$ cat src/rtl/pdm_serializer_pkg.sv
// Shared definitions for the PDM audio output path: default sample width,
// bit-clock divider arithmetic and the serializer state encoding.
package pdm_serializer_pkg;

  localparam int DATA_WIDTH_DEF = 16;

  typedef enum logic [1:0] {
    ST_IDLE  = 2'd0,
    ST_PRIME = 2'd1,
    ST_RUN   = 2'd2
  } state_e;

  // Terminal count of the HCLK divider that produces one PDM bit period.
  function automatic int calc_tick_div(input int sys_mhz, input int fs_hz, input int osr);
    return (sys_mhz * 1000000) / (fs_hz * osr) - 1;
  endfunction

  function automatic int calc_half(input int tick_div);
    return (tick_div + 1) / 2;
  endfunction

endpackage

$ cat src/rtl/pdm_serializer_if.sv
// PCM sample stream into the PDM serializer plus its per-sample status pulses.
interface pdm_serializer_if
  import pdm_serializer_pkg::*;
#(
  parameter int DATA_WIDTH = DATA_WIDTH_DEF
);
  logic [DATA_WIDTH-1:0] s_data;
  logic                  s_valid;
  logic                  s_ready;
  logic                  sample_req;
  logic                  underrun;

  modport master (output s_data, s_valid, input s_ready, sample_req, underrun);
  modport slave  (input s_data, s_valid, output s_ready, sample_req, underrun);
endinterface

$ cat src/rtl/pdm_serializer_sd_modulator_1st.sv
// First-order sigma-delta modulator: the accumulator carry is the PDM bit,
// so the ones density equals the offset-binary sample over 2^DATA_WIDTH.
module pdm_serializer_sd_modulator_1st
  import pdm_serializer_pkg::*;
#(
  parameter int DATA_WIDTH = DATA_WIDTH_DEF
) (
  input  logic                  HCLK,
  input  logic                  HRESETn,
  input  logic                  i_clr,
  input  logic                  i_step,
  input  logic [DATA_WIDTH-1:0] i_sample,
  output logic                  o_bit
);
  localparam logic [DATA_WIDTH-1:0] SIGN = {1'b1, {(DATA_WIDTH-1){1'b0}}};

  logic [DATA_WIDTH-1:0] r_acc;
  logic                  r_bit;
  logic [DATA_WIDTH:0]   w_sum;

  // Flipping the sign bit maps two's complement onto offset binary.
  assign w_sum = {1'b0, r_acc} + {1'b0, i_sample ^ SIGN};
  assign o_bit = r_bit;

  always_ff @(posedge HCLK or negedge HRESETn) begin
    if (!HRESETn) begin
      r_acc <= '0;
      r_bit <= 1'b0;
    end else if (i_clr) begin
      r_acc <= '0;
      r_bit <= 1'b0;
    end else if (i_step) begin
      r_acc <= w_sum[DATA_WIDTH-1:0];
      r_bit <= w_sum[DATA_WIDTH];
    end
  end

endmodule

$ cat src/rtl/pdm_serializer.sv
// PCM-to-PDM serializer: bit-clock divider, per-sample bit counter, IDLE/PRIME/RUN
// control and a one-entry holding buffer in front of the sigma-delta modulator.
module pdm_serializer
  import pdm_serializer_pkg::*;
#(
  parameter int DATA_WIDTH           = DATA_WIDTH_DEF,
  parameter int SYS_CLK_FREQ_MHZ     = 100,
  parameter int SAMPLING_CLK_FREQ_HZ = 44100,
  parameter int OSR                  = 32
) (
  input  logic             HCLK,
  input  logic             HRESETn,
  input  logic             EN,
  pdm_serializer_if.slave  bus,
  output logic             pdm_out,
  output logic             pdm_clk,
  output logic             aud_sd
);
  localparam int TICK_DIV = calc_tick_div(SYS_CLK_FREQ_MHZ, SAMPLING_CLK_FREQ_HZ, OSR);
  localparam int HALF     = calc_half(TICK_DIV);
  localparam int CNT_W    = $clog2(TICK_DIV + 1);
  localparam int BIT_W    = $clog2(OSR);

  localparam logic [CNT_W-1:0] CNT_LAST = CNT_W'(TICK_DIV);
  localparam logic [CNT_W-1:0] CNT_RISE = CNT_W'(HALF - 1);
  localparam logic [BIT_W-1:0] BIT_LAST = BIT_W'(OSR - 1);

  state_e                r_state;
  logic [CNT_W-1:0]      r_clk_cnt;
  logic [BIT_W-1:0]      r_bit_cnt;
  logic [DATA_WIDTH-1:0] r_buf;
  logic                  r_buf_full;
  logic [DATA_WIDTH-1:0] r_cur;
  logic                  r_s_ready;
  logic                  r_sample_req;
  logic                  r_underrun;
  logic                  r_pdm_clk;
  logic                  r_aud_sd;

  logic w_active;
  logic w_tick;
  logic w_boundary;
  logic w_accept;
  logic w_buf_full_nxt;
  logic w_pdm_bit;

  assign w_active       = (r_state != ST_IDLE);
  assign w_tick         = w_active & (r_clk_cnt == CNT_LAST);
  assign w_boundary     = w_tick & (r_bit_cnt == BIT_LAST);
  assign w_accept       = bus.s_valid & r_s_ready;
  // The boundary frees the buffer; an accept can only land while it is empty.
  assign w_buf_full_nxt = (r_buf_full & ~w_boundary) | w_accept;

  always_ff @(posedge HCLK or negedge HRESETn) begin
    if (!HRESETn) begin
      r_state      <= ST_IDLE;
      r_clk_cnt    <= '0;
      r_bit_cnt    <= '0;
      r_buf        <= '0;
      r_buf_full   <= 1'b0;
      r_cur        <= '0;
      r_s_ready    <= 1'b0;
      r_sample_req <= 1'b0;
      r_underrun   <= 1'b0;
      r_pdm_clk    <= 1'b0;
      r_aud_sd     <= 1'b0;
    end else begin
      r_aud_sd <= EN;
      if (!EN) begin
        r_state      <= ST_IDLE;
        r_clk_cnt    <= '0;
        r_bit_cnt    <= '0;
        r_buf        <= '0;
        r_buf_full   <= 1'b0;
        r_cur        <= '0;
        r_s_ready    <= 1'b0;
        r_sample_req <= 1'b0;
        r_underrun   <= 1'b0;
        r_pdm_clk    <= 1'b0;
      end else if (r_state == ST_IDLE) begin
        r_state   <= ST_PRIME;
        r_s_ready <= 1'b1;
      end else begin
        r_clk_cnt <= w_tick ? '0 : r_clk_cnt + 1'b1;
        if (w_tick) begin
          r_bit_cnt <= r_bit_cnt + 1'b1;
          r_pdm_clk <= 1'b0;
        end else if (r_clk_cnt == CNT_RISE) begin
          r_pdm_clk <= 1'b1;
        end
        r_sample_req <= w_boundary;
        r_underrun   <= w_boundary & ~r_buf_full & (r_state == ST_RUN);
        // PRIME keeps emitting midscale until the first real sample is loaded.
        if (w_boundary & r_buf_full) begin
          r_cur   <= r_buf;
          r_state <= ST_RUN;
        end
        if (w_accept) r_buf <= bus.s_data;
        r_buf_full <= w_buf_full_nxt;
        r_s_ready  <= ~w_buf_full_nxt;
      end
    end
  end

  pdm_serializer_sd_modulator_1st #(
    .DATA_WIDTH (DATA_WIDTH)
  ) u_mod (
    .HCLK     (HCLK),
    .HRESETn  (HRESETn),
    .i_clr    (~EN),
    .i_step   (w_tick),
    .i_sample (r_cur),
    .o_bit    (w_pdm_bit)
  );

  assign bus.s_ready    = r_s_ready;
  assign bus.sample_req = r_sample_req;
  assign bus.underrun   = r_underrun;
  assign pdm_out        = w_pdm_bit;
  assign pdm_clk        = r_pdm_clk;
  assign aud_sd         = r_aud_sd;

endmodule

$ cat src/flat_wrapper.sv
// flat-port wrapper written by rule: the top's interface ports become plain ports
module pdm_serializer_flat import pdm_serializer_pkg::*;
#(
  parameter int DATA_WIDTH           = DATA_WIDTH_DEF,
  parameter int SYS_CLK_FREQ_MHZ     = 100,
  parameter int SAMPLING_CLK_FREQ_HZ = 44100,
  parameter int OSR                  = 32
)
  (HCLK, HRESETn, EN, pdm_out, pdm_clk, aud_sd, bus_s_data, bus_s_valid, bus_s_ready, bus_sample_req, bus_underrun);
  pdm_serializer_if #(.DATA_WIDTH(DATA_WIDTH)) bus_i ();
  input  logic HCLK;
  input  logic HRESETn;
  input  logic EN;
  output logic pdm_out;
  output logic pdm_clk;
  output logic aud_sd;
  input wire logic [$bits(bus_i.s_data)-1:0] bus_s_data;
  input wire logic [$bits(bus_i.s_valid)-1:0] bus_s_valid;
  output wire logic [$bits(bus_i.s_ready)-1:0] bus_s_ready;
  output wire logic [$bits(bus_i.sample_req)-1:0] bus_sample_req;
  output wire logic [$bits(bus_i.underrun)-1:0] bus_underrun;
  assign bus_i.s_data = bus_s_data;
  assign bus_i.s_valid = bus_s_valid;
  assign bus_s_ready = bus_i.s_ready;
  assign bus_sample_req = bus_i.sample_req;
  assign bus_underrun = bus_i.underrun;
  pdm_serializer #(.DATA_WIDTH(DATA_WIDTH), .SYS_CLK_FREQ_MHZ(SYS_CLK_FREQ_MHZ), .SAMPLING_CLK_FREQ_HZ(SAMPLING_CLK_FREQ_HZ), .OSR(OSR)) u_core (.HCLK(HCLK), .HRESETn(HRESETn), .EN(EN), .bus(bus_i), .pdm_out(pdm_out), .pdm_clk(pdm_clk), .aud_sd(aud_sd));
endmodule
$ cat config.mk
export PLATFORM = sky130hd
export DESIGN_NAME = pdm_serializer_flat
export DESIGN_NICKNAME = d
export VERILOG_FILES = /design/src/rtl/pdm_serializer_pkg.sv /design/src/rtl/pdm_serializer_if.sv /design/src/rtl/pdm_serializer_sd_modulator_1st.sv /design/src/rtl/pdm_serializer.sv /design/src/flat_wrapper.sv
export SDC_FILE = /design/constraint.sdc
export NUM_CORES = 1
export LEC_CHECK = 0
export ABC_AREA = 1
export CORE_MARGIN = 2
export CORE_UTILIZATION = 30
export DETAILED_ROUTE_END_ITERATION = 6
export MAX_ROUTING_LAYER = met4
export PLACE_DENSITY = 0.44
export SKIP_CTS_REPAIR_TIMING = 1
export SLEW_MARGIN = 40
export SYNTH_ARGS = -nofsm -noshare
export SYNTH_HDL_FRONTEND = slang
export SYNTH_SLANG_ARGS = --single-unit
$ cat constraint.sdc
create_clock -name HCLK -period 3.55 [get_ports HCLK]
set_clock_uncertainty 0.1 [all_clocks]
set_input_delay 0.71 -clock HCLK [delete_from_list [all_inputs] [get_ports HCLK]]
set_output_delay 0.71 -clock HCLK [all_outputs]
set_load 0.01 [all_outputs]
==> out/qor.txt <==
Status: complete, no violations
Die height: 118 µm
RSZ-0062 raised after global routing: no
Layout overhead on the synthesized area: 18.2%
Worst EP arrival: 2.54 ns
Crit-path cells: ha_1, nand2_1, nor2_1, ha_1, nand4_2, nor2_4, nand2_1, nand2_1
Final Hold Violating Endpoints: 0
Fill count: 1348
Core ar.: 12600 µm²
Commonest cells after routing, fill and taps aside: nand2_1 (171), inv_1 (78), dfrtp_1 (69)
Post-DRT Antenna Nets: 0
Final WL: 8680 µm
Net count, final: 581
Number of global-route vias before repair: 3188
First-pass GRT wire length: 15200 µm
Mapped Nets: 556
Slew Limit Headroom: 51.2%
Die width: 118 µm
Crit path buffers/inverters: 0
PwrDens: 394 nW/µm²
Layout cells sized above 1: 4.96%
Max VDD drop: 0.000213 V
Yosys warning count: 0
Yosys cell types: 28
Fin Hold WS: 0.365 ns
Hold Crit Class: in2async
Register area: 1730 µm²
Die Area: 13900 µm²
Final-report max-slew violation count: 0
Iter 0 DRT Violations: 137
DRC viols: 0
CP Class: reg2reg
Count of final setup violators: 0
Leak: 2.37 nW
Final non-filler cell total: 716
CP max stage cell: nor2_4
Largest net degree at the start of global routing: 70
Total congestion overflow: 0
Crit-path most repeated cell: nand2_1
Tot GR Track Use: 14.0%
Final Cycle Share: 66.8%
Most common cell after layout, fill and taps aside: nand2_1
Clk sink count: 69
H-tree depth: 3
Worst setup EP type: flop
Drt pass-1 iters: 4
Max frequency: 422 MHz
Mapped Area: 3880 µm²
Area of the multi-input gates: 1790 µm²
Slowest stage delay, CP: 0.56 ns
Worst skew pair latency: 0.33 ns
Initial antenna violation count: 0
Clock transition at path regs: 0.06 ns
CP max FO: 20
Final GP Congestion: 0.813
Site row count: 41
Maximum root-to-sink buffer count: 2
Post-detailed-route wirelength per cell: 12.1 µm
Clock root cell: clkbuf_16
Detailed Place HPWL: 6180 µm
N_diodes: 0
Part of the Yosys area used for sequential elements: 44.5%
Actual slew at the worst max-slew pin: 0.731 ns
CTS tree: built
Post-Route Setup TNS: 0 ns
Final core utilization: 36.3%
CTS buffer count: 9
Max-Cap Viols: 0
Starting Density: 30.7%
Via Count: 3182
Final min period: 2.37 ns
CP Launch Type: flop
Mean Syn Cell Area: 7.55 µm²
Total power: 0.00181 W
Vias per cell: 4.44
Top delay family on crit path: simple AND/OR/NAND/NOR gates
I/O pins: 26
#FFs+latches synth: 69
Post-Syn Instances: 514
Dpl cells: 700
Worst EP required: 3.72 ns
IO Port Bufs: 25
kinds of logic after synthesis:
| kind of cell | count (synthesis) | share of synthesized area, % |
|---|---|---|
| compound gates | 48 | 6.42 |
| xor+xnor | 6 | 1.35 |
| fa+ha+maj | 22 | 7.29 |
| buf+inv | 92 | 9.74 |
| flops | 69 | 44.5 |
| simple gates | 277 | 30.7 |
stage by stage:
step | cell area (µm²) | worst slack [ns]
floorplan | 3880 | 1.80
global placement | 4280 | 0.947
detailed placement | 4290 | 1.03
CTS | 4580 | 1.11
global route | 4580 | 0.879
finish | 4580 | 1.18
registers in the layout, indices dropped and copies added (netlist names):
name                   cells
u_core.r_cur              16
u_core.r_clk_cnt           7
u_core.pdm_clk             1
u_core.r_buf              16
u_core.aud_sd              1
u_core.r_state             2
u_core.r_bit_cnt           5
u_core.bus.underrun        1
u_core.bus.s_ready         1
u_core.r_buf_full          1
u_core.u_mod.o_bit         1
u_core.bus.sample_req      1
u_core.u_mod.r_acc        16
worst paths after layout:
check,from,endpoint,cells after the start,slack (ns)
worst max-delay path,u_core.r_bit_cnt[0],u_core.r_cur[11],8,1.18
worst min-delay path,HRESETn,u_core.r_clk_cnt[2],2,0.37
worst max register to register,u_core.r_bit_cnt[0],u_core.r_cur[11],8,1.18
worst min register to register,u_core.r_buf[14],u_core.r_cur[14],2,0.37
max in group asynchronous,HRESETn,u_core.u_mod.r_acc[1],2,2.52
min in group HCLK,u_core.r_buf[14],u_core.r_cur[14],2,0.37
cells in the mapped netlist:
cell / instances / area [µm²]
nor2_4: 2 / 22.5
xor2_1: 2 / 17.5
o21ai_0: 32 / 160
inv_1: 78 / 293
nor2_1: 31 / 116
a21oi_1: 9 / 45.0
a211oi_1: 1 / 7.51
buf_2: 2 / 10.0
nor3_1: 5 / 25.0
o21ai_1: 1 / 5.00
buf_4: 2 / 15.0
ha_1: 21 / 263
nand4_1: 5 / 31.3
dfrtp_1: 69 / 1730
o22ai_1: 5 / 31.3
xnor2_1: 4 / 35.0
nand2_1: 171 / 642
nor4_4: 1 / 21.3
nand4_2: 1 / 12.5
and2_1: 1 / 6.26
nand3_1: 54 / 270
fa_1: 1 / 20.0
buf_6: 3 / 33.8
or2_2: 1 / 6.26
nand2_2: 1 / 6.26
buf_1: 4 / 15.0
clkbuf_1: 3 / 11.3
nand3b_1: 4 / 30.0
metal layers:
layer  global-route usage [%]  wire [µm]
met5                        -          0
met4                     4.97         86
met3                     2.62        330
met2                     20.3       3780
met1                     19.7       4480
power by group:
part,internal (W),switching (W),total (W),leakage (nW)
registers,0.000808,0.0000129,0.000821,0.942
logic,0.0000377,0.0000621,0.0000998,1.29
clock network,0.000539,0.000346,0.000886,0.145
final cells by class:
cell class | count | share of cell area [%]
clock buffer | 9 | 4.91
clock inverter | 7 | 1.45
inverter | 78 | 6.39
multi-input combinational | 353 | 39.0
sequential | 69 | 37.7
tap | 172 | 4.70
timing repair buffer | 28 | 5.92
No activity file was read; power rests on OpenSTA's default activity.
